<file path="config.mk">
export PLATFORM = sky130hd
export DESIGN_NAME = md_pad_responder
export DESIGN_NICKNAME = d
export VERILOG_FILES = /design/src/rtl/md_pad_responder.sv
export SDC_FILE = /design/constraint.sdc
export NUM_CORES = 1
export LEC_CHECK = 0
export BUFFER_PORTS_ARGS = -buffer_cell sky130_fd_sc_hd__buf_2
export CORE_AREA = 2 2 39 41
export CTS_CLUSTER_DIAMETER = 60
export DETAILED_ROUTE_END_ITERATION = 8
export DIE_AREA = 0 0 41 43
export GPL_TIMING_DRIVEN = 0
export SYNTH_ARGS = -nofsm -noshare
export SYNTH_HDL_FRONTEND = slang
export SYNTH_SLANG_ARGS = --single-unit
</file>
<file path="constraint.sdc">
create_clock -name clk -period 1.28 [get_ports clk]
set_clock_uncertainty 0.05 [all_clocks]
set_input_delay 0 -clock clk [delete_from_list [all_inputs] [get_ports clk]]
set_output_delay 0 -clock clk [all_outputs]
set_load 0.02 [all_outputs]
</file>
<file path="src/rtl/md_pad_responder.sv">
// md_pad_responder: device-side Mega Drive gamepad emulator for the DB9 port.
// Watches the SELECT line from a console/reader and answers on the six
// active-low DB9 data lines with 3-button or 6-button multiplexed frames.
// Optional feature macro: SIX_BUTTON_EN (defined = 6-button protocol with
// edge counting and idle timeout; undefined = plain 3-button pad).
module md_pad_responder #(
  parameter int TIMEOUT_CYCLES = 75000,
  parameter int SYNC_STAGES    = 2
) (
  input  logic        clk,
  input  logic        reset,
  input  logic        mdsel,
  input  logic [11:0] buttons,
  output logic [5:0]  pad_out,
  output logic [2:0]  phase
);

  // buttons: 11 M, 10 S, 9 Z, 8 Y, 7 X, 6 C, 5 B, 4 A, 3 U, 2 D, 1 L, 0 R
  logic [SYNC_STAGES-1:0] r_sync;
  logic                   w_s;
  logic [5:0]             w_frame;

  // SELECT synchronizer; resets to the idle-high level so no edge follows reset
  always_ff @(posedge clk) begin
    if (reset) r_sync <= '1;
    else       r_sync <= {r_sync[SYNC_STAGES-2:0], mdsel};
  end

  assign w_s = r_sync[SYNC_STAGES-1];

`ifdef SIX_BUTTON_EN
  localparam logic [19:0] TO = 20'(TIMEOUT_CYCLES);

  logic        w_s_next;
  logic        w_fall;
  logic        w_edge;
  logic [19:0] r_idle;
  logic [19:0] w_idle_nxt;
  logic [2:0]  r_cnt;
  logic [2:0]  w_cnt_nxt;

  // Edge detect on the last two stages: the edge lands in the same cycle
  // that the new level reaches w_s, so cnt and s update together.
  assign w_s_next = r_sync[SYNC_STAGES-2];
  assign w_fall   = w_s & ~w_s_next;
  assign w_edge   = w_s ^ w_s_next;

  // Next idle-timer and falling-edge count; an edge beats a same-cycle timeout
  always_comb begin
    w_idle_nxt = r_idle;
    w_cnt_nxt  = r_cnt;
    if (w_edge)           w_idle_nxt = 20'd0;
    else if (r_idle != TO) w_idle_nxt = r_idle + 20'd1;
    if (w_fall) begin
      if (r_cnt != 3'd4) w_cnt_nxt = r_cnt + 3'd1;
    end else if (!w_edge && (w_idle_nxt == TO)) begin
      w_cnt_nxt = 3'd0;
    end
  end

  // Idle timer and edge count registers
  always_ff @(posedge clk) begin
    if (reset) begin
      r_idle <= 20'd0;
      r_cnt  <= 3'd0;
    end else begin
      r_idle <= w_idle_nxt;
      r_cnt  <= w_cnt_nxt;
    end
  end

  assign phase = r_cnt;

  // Frame select from the registered select level and count
  always_comb begin
    w_frame = 6'h3F;
    if (w_s) begin
      if (r_cnt == 3'd3)
        w_frame = ~{buttons[6], buttons[5], buttons[9], buttons[8], buttons[7], buttons[11]};
      else
        w_frame = ~{buttons[6], buttons[5], buttons[3], buttons[2], buttons[1], buttons[0]};
    end else begin
      case (r_cnt)
        3'd3:    w_frame = {~buttons[10], ~buttons[4], 4'b0000};
        3'd4:    w_frame = {~buttons[10], ~buttons[4], 4'b1111};
        default: w_frame = {~buttons[10], ~buttons[4], ~buttons[3], ~buttons[2], 2'b00};
      endcase
    end
  end
`else
  // M, X, Y, Z have no meaning on a 3-button pad
  logic w_unused;
  assign w_unused = ^{buttons[11], buttons[9:7]};

  assign phase = 3'd0;

  // Plain 3-button frame select
  always_comb begin
    w_frame = 6'h3F;
    if (w_s) w_frame = ~{buttons[6], buttons[5], buttons[3], buttons[2], buttons[1], buttons[0]};
    else     w_frame = {~buttons[10], ~buttons[4], ~buttons[3], ~buttons[2], 2'b00};
  end
`endif

  // Registered DB9 data lines
  always_ff @(posedge clk) begin
    if (reset) pad_out <= 6'h3F;
    else       pad_out <= w_frame;
  end

endmodule
</file>
# Yosys cells after proc, flatten, opt, wreduce, memory -nomap -nowiden

Index checks and enable logic that the tools add are counted.

Register bits: 8
Input bits: 15

Multiplexer cells: 1
Bitwise logic cells: 5

Operator list:

| kind              | number |
|---|---|
| two-way mux 6 bit | 1 |
| NOT 6 bit         | 1 |
| NOT 1 bit         | 4 |

# Depth between registers and ports, before layout

Depth after elaboration: 2
Gate-level depth with buffers: 2
Gate-level depth less buffers: 2

# Least setup slack after synthesis

Ideal clock, no wire load.

Path type: register to register
Start: register r_sync[1]
End: register pad_out[4]
Arrival time: 0.632 ns
Data required time: 1.110 ns
Path slack: 0.478 ns
Cell stages (with the launch flop): 3
Period minus slack after synthesis: 0.802 ns
Cells stage by stage: dfxtp_1 mux2i_1 or2_1

Word-level cells in the longest chain between the ends: 1

Ends and longest elaborated chain:

| what                   | RTL line | RTL |
|---|---|---|
| from (decl)            | 19       | `logic [SYNC_STAGES-1:0] r_sync;` |
| from (signal assigned) | 26       | `else r_sync <= {r_sync[SYNC_STAGES-2:0], mdsel};` |
| two-way mux 6 bit      | 100      | `if (w_s) w_frame = ~{buttons[6], buttons[5], buttons[3], buttons[2], buttons[1], buttons[0]};` |
| to (signal assigned)   | 108      | `else pad_out <= w_frame;` |
| to (decl)              | 14       | `output logic [5:0] pad_out,` |

Every way passes these cells.
A chain may end at the register's enable or synchronous reset.

# Worst setup path after layout

Start: input port buttons[2]
End: register pad_out[2]

Word-level cells in the longest chain between the ends: 2
Elaborated cells on any way between the ends: 3
Those cells by class: 1 x mux; 2 x bitwise

Ends and longest elaborated chain:

| what                                          | RTL line | RTL |
|---|---|---|
| from (decl)                                   | 13       | `input logic [11:0] buttons,` |
| NOT 1 bit / NOT 6 bit (equally long branches) | 101, 100 |  |
| two-way mux 6 bit *                           | 100      |  |

Every way passes the cells marked *; elsewhere a longest branch is shown, timed or not.

==> flow_summary_export.csv <==
group,metric,value,unit
drt,wl_per_cell,7.147,µm
critical_path,critPathBufInv,3,
placement,placed_area,376.6,µm²
timing,report.final.slew_viol_count,0,
synth,ys_ff_latch,8,
finish,nets,69,
clocking,clockBufferDepth,2,
synth,syn_area_per_cell,11.21,µm²
drt,routed_wirelength,486,µm
placement,routabilityCongestion,0.5215,
timing,hold_viol_final,0,
drt,drc,0,
floorplanning,die_x,41,µm
clocking,h-tree-depth,1,
clocking,numCtsBuffers,3,
synth,syn_area,269.0,µm²
placement,numPortBuffers,16,
critical_path,critPathLaunchType,"primary input",
timing,holdWs,33.90,ps
grt,grt_max_degree,9,
synth,synthDistinctLibCells,9,
grt,grt_util_met2,9.688,%
floorplanning,die-area,1763,µm²
synth,synth_common_cells,"dfxtp_1, buf_4",
timing,grt_setup_unrepaired,"false",
critical_path,crit_path_max_incr_delay,540,ps
synth,synthCells,24,
grt,use_met1,5.825,%
timing,finalSetupTns,0,ps
clocking,cts_tree,"done",
status,status,"completed",
grt,grt_pass1_wl,696,µm
critical_path,cp-end-kind,"flip-flop",
critical_path,critPathTopFamily,"buffers and inverters",
critical_path,worstPathArrival,1200,ps
floorplanning,rows,14,
timing,fin_crit_sh,87.26,%
clocking,root_buffer,"clkbuf_4",
clocking,clk_pin_slew,50,ps
synth,synth_warnings,0,
timing,fmax,0.8953,GHz
finish,num_antenna_cells,0,
synth,synth_top_area_share,59.53,%
grt,busiest_layer,"met2",
critical_path,crit_required,1360,ps
power_and_ir_drop,leakagePower,0.2504,nW
clocking,cts.sinks,8,
finish,finish.instance_area,476.7,µm²
critical_path,cp_max_fo,1,
drt,drt_first_iter_violations,2,
timing,setup-violations-final,0,
hold_path,hp-class,"primary input to flip-flop",
critical_path,crit_top_cell,"dlygate4sd3_1",
timing,finalCriticalPeriod,1117,ps
finish,final_util,34.45,%
drt,num_vias,237,
critical_path,path_cells,"dlygate4sd3_1, buf_2, nand2b_1, dlygate4sd3_1",
drt,vias_per_cell,3.485,
placement,dp_hpwl,359.4,µm
floorplanning,die_y,43,µm
power_and_ir_drop,p_per_area,1139,nW/µm²
clocking,clock_latency,240,ps
grt,track_usage,6.439,%
floorplanning,start_util,19.44,%
synth,yosys.area.top_type,"dfxtp_1",
finish,syn2layout_area_growth,77.21,%
critical_path,cpMaxStageDelayCell,"dlygate4sd3_1",
synth,yosysSeqAreaShare,59.53,%
synth,synthFlopType,"dfxtp_1",
grt,globalRouteOverflowTotal,0,
floorplanning,core_area,1384,µm²
grt,grt_pass1_vias,199,
grt,met3_usage,4.712,%
critical_path,path_class,"primary input to flip-flop",
power_and_ir_drop,vdd_drop_max,0.4191,mV
synth,synth_edf_count,0,
floorplanning,ios,24,
synth,synth_area_leaders,"dfxtp_1, buf_4, mux2i_1",
synth,yosysMostFrequentCell,"dfxtp_1",
synth,synthArstFlopShare,0,%
flow_run,cap_viol_max_count,0,
drt,ant_nets,0,
grt,antenna_found_initial,0,
drt,firstDrtPassIters,2,
finish,drive_above_1_share,48.08,%
==> logic make-up (layout without fill, tap and decap cells) <==
| group | Yosys count | after routing | share of synthesized area, % |
|---|---|---|---|
| AOI/OAI and AO/OA | 2 | 2 | 6.513 |
| buffers and inverters | 5 | 31 | 11.16 |
| other | 1 | 3 | 1.394 |
| muxes | 2 | 2 | 7.442 |
| and+or+nand+nor | 6 | 6 | 13.95 |
| DFF | 8 | 8 | 59.53 |
==> sequential cells by signal, summed over array words and instances (netlist names) <==
register	count
pad_out	6
r_sync	2
==> placed cells by master, fill, tap and decap left out <==
| cell | n |
|---|---|
| buf_2 | 15 |
| dfxtp_1 | 8 |
| dlygate4sd3_1 | 7 |
| buf_4 | 3 |
| conb_1 | 3 |
| clkbuf_4 | 3 |
| or2_2 | 2 |
| mux2i_1 | 2 |
| or2_1 | 2 |
| nand2b_1 | 2 |
| inv_1 | 2 |
| a21o_2 | 2 |
| dlymetal6s4s_1 | 1 |
==> worst reg2reg max path: stages, from the launching register on <==
cell,delay (ps)
dfxtp_1,400
mux2i_1,90
or2_1,200
==> stage by stage <==
stage / setup slack [ps] / cells / power [mW]
after floorplan: 477.7 / 26 / 0.3167
after global placement: 429.8 / 58 / 0.3444
after detailed placement: 430.0 / 58 / 0.3455
after CTS: 8.298 / 69 / 0.5577
after global routing: 156.4 / 68 / 0.5750
final: 163.0 / 68 / 0.5431
==> final timing paths <==
kind	to	from	slack, ps	depth (start not counted)
worst max-delay path	pad_out[2]	buttons[2]	160	4
worst min-delay path	pad_out[5]	buttons[10]	30	3
worst max register to register	pad_out[5]	r_sync[1]	430	2
worst min register to register	r_sync[1]	r_sync[0]	350	1
==> power by group <==
part,internal [mW],switching [mW]
clock,0.107,0.0793
combinational,0.0503,0.0395
sequential,0.263,0.00375
==> layer usage <==
| layer | vias up | part of all wire [%] |
|---|---|---|
| met2 | 12 | 51 |
| met3 | 0 | 10 |
| li1 | 125 | - |
| met1 | 100 | 39 |
| met5 | - | 0 |
| met4 | 0 | 0 |
==> repair_timing <==
| action | 4_1_cts | 5_1_grt |
|---|---|---|
| endpoints found under the setup margin | 0 | 2 |
| endpoints found under the hold margin | 8 | 0 |
| setup buffers | 0 | 0 |
| hold buffers | 8 | 0 |
| resized for setup | 0 | 1 |
==> cell type report <==
class	instances	area, µm²
well taps	16	20.02
clock buffers	3	22.52
inverters	2	7.507
flip-flops and latches	8	160.2
multi-input cells	13	86.33
repair buffers	23	157.7
plain buffers	3	22.52
fillers	145	907.1
(Power assumes the default switching activity.)
